**src/rtl/fifo_level_ctrl_if.sv**
```systemverilog
// Handshake and status bundle between a FIFO datapath and its pointer/flag controller.
// The master drives the requests. The slave (the controller) drives the accept strobes, pointers, level and flags.
interface fifo_level_ctrl_if #(
  parameter int ADDR_WIDTH = 8
);
  logic                  flush;
  logic                  wr;
  logic                  rd;
  logic                  err_clr;
  logic                  wr_acc;
  logic                  rd_acc;
  logic [ADDR_WIDTH-1:0] w_addr;
  logic [ADDR_WIDTH-1:0] r_addr;
  logic [ADDR_WIDTH:0]   level;
  logic                  full;
  logic                  empty;
  logic                  almost_full;
  logic                  almost_empty;
  logic                  overflow;
  logic                  underflow;

  modport master (
    output flush, wr, rd, err_clr,
    input  wr_acc, rd_acc, w_addr, r_addr, level,
    input  full, empty, almost_full, almost_empty, overflow, underflow
  );

  modport slave (
    input  flush, wr, rd, err_clr,
    output wr_acc, rd_acc, w_addr, r_addr, level,
    output full, empty, almost_full, almost_empty, overflow, underflow
  );
endinterface

```
**src/rtl/fifo_level_ctrl.sv**
```systemverilog
// FIFO pointer/flag controller for a 2**ADDR_WIDTH-entry register file.
// It keeps an occupancy count, threshold flags, sticky overflow/underflow errors and a synchronous flush.
module fifo_level_ctrl #(
  parameter int ADDR_WIDTH = 8,
  parameter int AF_TH      = (2 ** ADDR_WIDTH) - 2,
  parameter int AE_TH      = 1
) (
  input logic              clk,
  input logic              reset,
  fifo_level_ctrl_if.slave bus
);
  localparam int                DEPTH   = 2 ** ADDR_WIDTH;
  localparam int                LVL_W   = ADDR_WIDTH + 1;
  localparam logic [LVL_W-1:0]  DEPTH_L = LVL_W'(DEPTH);
  localparam logic [LVL_W-1:0]  AF_L    = LVL_W'(AF_TH);
  localparam logic [LVL_W-1:0]  AE_L    = LVL_W'(AE_TH);

  generate
    if (AF_TH < 1 || AF_TH > DEPTH) begin : g_af_range
      $error("fifo_level_ctrl: AF_TH=%0d outside 1..%0d", AF_TH, DEPTH);
    end
    if (AE_TH < 0 || AE_TH > DEPTH - 1) begin : g_ae_range
      $error("fifo_level_ctrl: AE_TH=%0d outside 0..%0d", AE_TH, DEPTH - 1);
    end
  endgenerate

  logic                  w_wr_acc;
  logic                  w_rd_acc;
  logic [LVL_W-1:0]      w_level_next;
  logic                  w_ovf_next;
  logic                  w_udf_next;

  logic [ADDR_WIDTH-1:0] r_wptr;
  logic [ADDR_WIDTH-1:0] r_rptr;
  logic [LVL_W-1:0]      r_level;
  logic                  r_full;
  logic                  r_empty;
  logic                  r_afull;
  logic                  r_aempty;
  logic                  r_ovf;
  logic                  r_udf;

  // A read on a full FIFO frees the slot, so the paired write is also accepted.
  assign w_rd_acc = bus.rd & ~r_empty & ~bus.flush;
  assign w_wr_acc = bus.wr & (~r_full | bus.rd) & ~bus.flush;

  assign w_level_next = r_level + LVL_W'(w_wr_acc) - LVL_W'(w_rd_acc);

  // A new error in the same cycle as err_clr takes priority over the clear.
  assign w_ovf_next = (r_ovf & ~bus.err_clr) | (bus.wr & ~w_wr_acc & ~bus.flush);
  assign w_udf_next = (r_udf & ~bus.err_clr) | (bus.rd & ~w_rd_acc & ~bus.flush);

  always_ff @(posedge clk) begin
    if (reset) begin
      r_wptr   <= '0;
      r_rptr   <= '0;
      r_level  <= '0;
      r_full   <= 1'b0;
      r_empty  <= 1'b1;
      r_afull  <= 1'b0;
      r_aempty <= 1'b1;
      r_ovf    <= 1'b0;
      r_udf    <= 1'b0;
    end else begin
      r_ovf <= w_ovf_next;
      r_udf <= w_udf_next;
      if (bus.flush) begin
        r_wptr   <= '0;
        r_rptr   <= '0;
        r_level  <= '0;
        r_full   <= 1'b0;
        r_empty  <= 1'b1;
        r_afull  <= 1'b0;
        r_aempty <= 1'b1;
      end else begin
        r_wptr   <= r_wptr + ADDR_WIDTH'(w_wr_acc);
        r_rptr   <= r_rptr + ADDR_WIDTH'(w_rd_acc);
        r_level  <= w_level_next;
        r_full   <= (w_level_next == DEPTH_L);
        r_empty  <= (w_level_next == '0);
        r_afull  <= (w_level_next >= AF_L);
        r_aempty <= (w_level_next <= AE_L);
      end
    end
  end

  assign bus.wr_acc       = w_wr_acc;
  assign bus.rd_acc       = w_rd_acc;
  assign bus.w_addr       = r_wptr;
  assign bus.r_addr       = r_rptr;
  assign bus.level        = r_level;
  assign bus.full         = r_full;
  assign bus.empty        = r_empty;
  assign bus.almost_full  = r_afull;
  assign bus.almost_empty = r_aempty;
  assign bus.overflow     = r_ovf;
  assign bus.underflow    = r_udf;
endmodule
```
**src/flat_wrapper.sv**
```systemverilog
// flat-port wrapper written by rule: the top's interface ports become plain ports
module fifo_level_ctrl_flat 
#(
  parameter int ADDR_WIDTH = 8,
  parameter int AF_TH      = (2 ** ADDR_WIDTH) - 2,
  parameter int AE_TH      = 1
)
  (clk, reset, bus_flush, bus_wr, bus_rd, bus_err_clr, bus_wr_acc, bus_rd_acc, bus_w_addr, bus_r_addr, bus_level, bus_full, bus_empty, bus_almost_full, bus_almost_empty, bus_overflow, bus_underflow);
  fifo_level_ctrl_if #(.ADDR_WIDTH(ADDR_WIDTH)) bus_i ();
  input logic clk;
  input logic reset;
  input wire logic [$bits(bus_i.flush)-1:0] bus_flush;
  input wire logic [$bits(bus_i.wr)-1:0] bus_wr;
  input wire logic [$bits(bus_i.rd)-1:0] bus_rd;
  input wire logic [$bits(bus_i.err_clr)-1:0] bus_err_clr;
  output wire logic [$bits(bus_i.wr_acc)-1:0] bus_wr_acc;
  output wire logic [$bits(bus_i.rd_acc)-1:0] bus_rd_acc;
  output wire logic [$bits(bus_i.w_addr)-1:0] bus_w_addr;
  output wire logic [$bits(bus_i.r_addr)-1:0] bus_r_addr;
  output wire logic [$bits(bus_i.level)-1:0] bus_level;
  output wire logic [$bits(bus_i.full)-1:0] bus_full;
  output wire logic [$bits(bus_i.empty)-1:0] bus_empty;
  output wire logic [$bits(bus_i.almost_full)-1:0] bus_almost_full;
  output wire logic [$bits(bus_i.almost_empty)-1:0] bus_almost_empty;
  output wire logic [$bits(bus_i.overflow)-1:0] bus_overflow;
  output wire logic [$bits(bus_i.underflow)-1:0] bus_underflow;
  assign bus_i.flush = bus_flush;
  assign bus_i.wr = bus_wr;
  assign bus_i.rd = bus_rd;
  assign bus_i.err_clr = bus_err_clr;
  assign bus_wr_acc = bus_i.wr_acc;
  assign bus_rd_acc = bus_i.rd_acc;
  assign bus_w_addr = bus_i.w_addr;
  assign bus_r_addr = bus_i.r_addr;
  assign bus_level = bus_i.level;
  assign bus_full = bus_i.full;
  assign bus_empty = bus_i.empty;
  assign bus_almost_full = bus_i.almost_full;
  assign bus_almost_empty = bus_i.almost_empty;
  assign bus_overflow = bus_i.overflow;
  assign bus_underflow = bus_i.underflow;
  fifo_level_ctrl #(.ADDR_WIDTH(ADDR_WIDTH), .AF_TH(AF_TH), .AE_TH(AE_TH)) u_core (.clk(clk), .reset(reset), .bus(bus_i));
endmodule
```
**config.mk**
```make
export PLATFORM = sky130hd
export DESIGN_NAME = fifo_level_ctrl_flat
export DESIGN_NICKNAME = d
export VERILOG_FILES = /design/src/rtl/fifo_level_ctrl_if.sv /design/src/rtl/fifo_level_ctrl.sv /design/src/flat_wrapper.sv
export SDC_FILE = /design/constraint.sdc
export NUM_CORES = 1
export LEC_CHECK = 0
export BUFFER_PORTS_ARGS = -buffer_cell sky130_fd_sc_hd__buf_4
export CAP_MARGIN = 10
export CORE_MARGIN = 4
export CORE_UTILIZATION = 47
export DETAILED_ROUTE_END_ITERATION = 16
export HOLD_SLACK_MARGIN = 0.12
export PLACE_DENSITY = 0.72
export SLEW_MARGIN = 40
export SYNTH_ARGS = -nofsm -noshare
export SYNTH_HDL_FRONTEND = slang
export SYNTH_SLANG_ARGS = --single-unit
```
**constraint.sdc**
```tcl
create_clock -name clk -period 3.5 [get_ports clk]
set_input_delay 1.05 -clock clk [delete_from_list [all_inputs] [get_ports clk]]
set_output_delay 1.05 -clock clk [all_outputs]
set_load 0.02 [all_outputs]
```
==> results.yml <==
outcome:
  status: "finished with violations"
  violations: "negative setup slack"
critical_path:
  crit_start: "bus_flush"
  worstSetupEndpointType: "flop"
  worstPathArrival_ps: 3770
  r2r.worst_path.cells: 11
  r2r_start: "u_core.bus.full$_SDFF_PP0_"
  path_class: "in -> reg"
  r2r_end: "u_core.bus.almost_empty$_SDFF_PP1_"
  setup.worst_path.start_class: "input port"
  r2r_setup_slack_ps: 460
  critPathMaxFanout: 4
  crit_required_ps: 3750
power_and_ir_drop:
  p_sw_uw: 412
  p_total_uw: 1170
  swShare: 0.353
  ir_worst_vdd_mv: 0.411
  internal_power_uw: 755
  pwr-share-comb: 0.401
  powerDensity_mw_per_mm2: 550
  pwr-share-seq: 0.342
  cellLeakagePower_uw: 0.000957
  clkPwrFrac: 0.258
finish:
  final_util: 0.684
  final-seq-area_um2: 621
  drive_above_1_share: 0.321
  multi_input_area_um2: 947
  diodes: 0
  fill_cells: 273
  instances_no_fill: 268
  syn_to_final_growth_pct: 36.3
  nNetsFinal: 243
sta:
  setup_viol: 2
  fin_crit_sh: 1.01
  worst_pin_slew_ps: 509
  final.min_clock_period_ps: 3520
  slew_headroom: 0.660
  report.final.slew_viol_count: 0
  max_freq_mhz: 284
  setup_ws_ps: -20.5
  skew_ps: 13.6
  timing_hold_violations_final: 0
  hold_slack_ps: 481
route:
  vias_per_cell: 5.17
  drc: 0
  routedWlPerCell_um: 13.6
  drt_iter0_drc: 31
  firstDrtPassIters: 4
  wl_mm: 3.64
  vias: 1385
  antenna_left: 0
die:
  die_h_um: 65.6
  num_rows: 20
  initial_core_util: 0.502
  dieArea_mm2: 0.00430
  core_area_mm2: 0.00310
  io_pins: 39
  dieWidth_um: 65.6
clock_network:
  cts_root_buffer: "clkbuf_4"
  clk_path_buf_depth: 2
  cts_tree: "built"
  htreeDepth: 2
  clk_pin_slew_ps: 110
  cts-hold-fix-buffers: 0
  clk_latency_ps: 340
  cts_buffers: 5
  clock-sinks: 31
min_path:
  worstHoldPathType: "reg -> reg"
  min_to: "u_core.bus.underflow$_SDFF_PP0_"
  min_from: "u_core.bus.underflow$_SDFF_PP0_"
  holdPathStages: 2
synthesis:
  synth-edff-count: 0
  synth_fp_nets: 190
  ys_ff_latch: 31
  syn_area_mm2: 0.00156
  yosysWarnings: 0
  yosysSeqAreaShare: 0.398
  syn_inst: 170
  syn_area_per_cell_um2: 9.16
  synthArstFlopShare: 0
  yosys.cell_types.count: 38
  ys.flop_type: "dfxtp_1"
global_route:
  grt_usage: 0.185
  antenna_found_initial: 0
  grt_overflow_total: 0
  grt_max_degree: 20
  grt_pass1_wl_mm: 6.10
  grt_pass1_vias: 1381
place:
  place_congestion: 0.805
  dpl.cell_count: 258
  dp_hpwl_mm: 2.71
  io_buffers: 38
  place_ws_ps: -339
job:
  max_cap_viol_count: 0
==> Yosys cell counts, types with 2 or more instances <==
master / instances / area share
nand2b_1: 4 / 0.016
and2_1: 6 / 0.024
a21oi_1: 8 / 0.026
clkbuf_1: 2 / 0.0048
nand2_1: 5 / 0.012
inv_1: 11 / 0.027
xnor2_1: 7 / 0.039
nor2b_1: 5 / 0.020
ha_1: 13 / 0.10
dfxtp_1: 31 / 0.40
xor2_1: 10 / 0.056
o21ai_1: 2 / 0.0064
nand3b_1: 2 / 0.0096
nor3_1: 2 / 0.0064
and3_1: 5 / 0.020
o31ai_1: 2 / 0.0096
nor2_1: 25 / 0.060
nor3b_1: 2 / 0.0096
nand3_1: 9 / 0.029
==> logic make-up (layout without fill, tap and decap cells) <==
| kind of cell | after synthesis | after routing | share of synthesized area |
|---|---|---|---|
| AND/OR/NAND/NOR | 73 | 73 | 0.252 |
| flip-flops | 31 | 31 | 0.398 |
| AO/OA/AOI/OAI | 21 | 21 | 0.0980 |
| XOR/XNOR | 17 | 17 | 0.0956 |
| adder cells (fa/ha/maj) | 14 | 14 | 0.117 |
| buffers and inverters | 13 | 67 | 0.0313 |
| multiplexers | 1 | 1 | 0.00723 |
==> worst max path at each step <==
stage	endpoint	slack [ps]
after floorplan	u_core.bus.full$_SDFF_PP0_	-100
after global placement	u_core.bus.full$_SDFF_PP0_	-240
after detailed placement	u_core.bus.almost_empty$_SDFF_PP1_	-340
after CTS	u_core.bus.almost_empty$_SDFF_PP1_	0.9
after global routing	u_core.bus.almost_empty$_SDFF_PP1_	-90
final	u_core.bus.almost_empty$_SDFF_PP1_	-20
==> layout make-up <==
type | instances | area share
inverter | 11 | 0.0194
sequential | 31 | 0.292
timing repair buffer | 48 | 0.176
multi-input combinational | 126 | 0.446
clock inverter | 2 | 0.0165
tap | 44 | 0.0259
clock buffer | 6 | 0.0242
==> critical path, cell delays in order <==
cell and delay [ps]:
buf_4 130, buf_12 120, nor3b_4 190, ha_1 260
inv_2 70, ha_4 130, fa_2 460, nor2_1 150
nand2_1 80, mux2_2 280, or4b_4 580, o31ai_2 270
==> metal layers <==
layer  vias to the layer above  GRT usage  part of all wire
li1                        689          -                 -
met1                       638      0.214              0.43
met2                        49      0.319              0.49
met3                         9     0.0427             0.061
met4                         0     0.0881             0.019
met5                         -          0                 0
==> state kept, by name, indices dropped and copies added (netlist names) <==
register / count
u_core.bus.level: 9
u_core.bus.empty: 1
u_core.bus.overflow: 1
u_core.bus.full: 1
u_core.bus.r_addr: 8
u_core.bus.w_addr: 8
u_core.bus.underflow: 1
u_core.bus.almost_full: 1
u_core.bus.almost_empty: 1
==> layout by cell type (no fill, tap or decap), types with 2 or more instances in the layout <==
cell type	synthesis	layout
nor3_1	2	2
dfxtp_1	31	31
and2_1	6	6
a21oi_1	8	8
nor2_1	25	25
nor2b_1	5	3
clkbuf_4	0	5
ha_1	13	12
nand2_1	5	5
nand2b_1	4	4
inv_1	11	10
and3_1	5	5
nor2b_2	0	2
nand3_1	9	9
xnor2_1	7	6
buf_4	0	47
xor2_1	10	10
nand3b_1	2	2
o21ai_1	2	2
==> what timing repair did <==
item / in CTS / in global routing
setup buffers: 0 / 2
setup endpoints to repair: 0 / 4
gates resized for setup: 0 / 7
==> through the flow <==
stage          setup TNS (ps)  cell area, um2
2_1_floorplan            -256            1590
3_3_place_gp             -795            1990
3_5_place_dp            -1130            1990
4_1_cts                     0            2080
5_1_grt                  -157            2120
6_report                -22.1            2120
==> power groups by stage <==
stage | registers, uW | clock network (uW) | logic (uW)
2_1_floorplan | 433 | 0 | 272
4_1_cts | 399 | 305 | 438
3_3_place_gp | 405 | 0 | 426
6_report | 399 | 301 | 468
5_1_grt | 402 | 323 | 515
3_5_place_dp | 407 | 0 | 434
(Power assumes the default switching activity.)
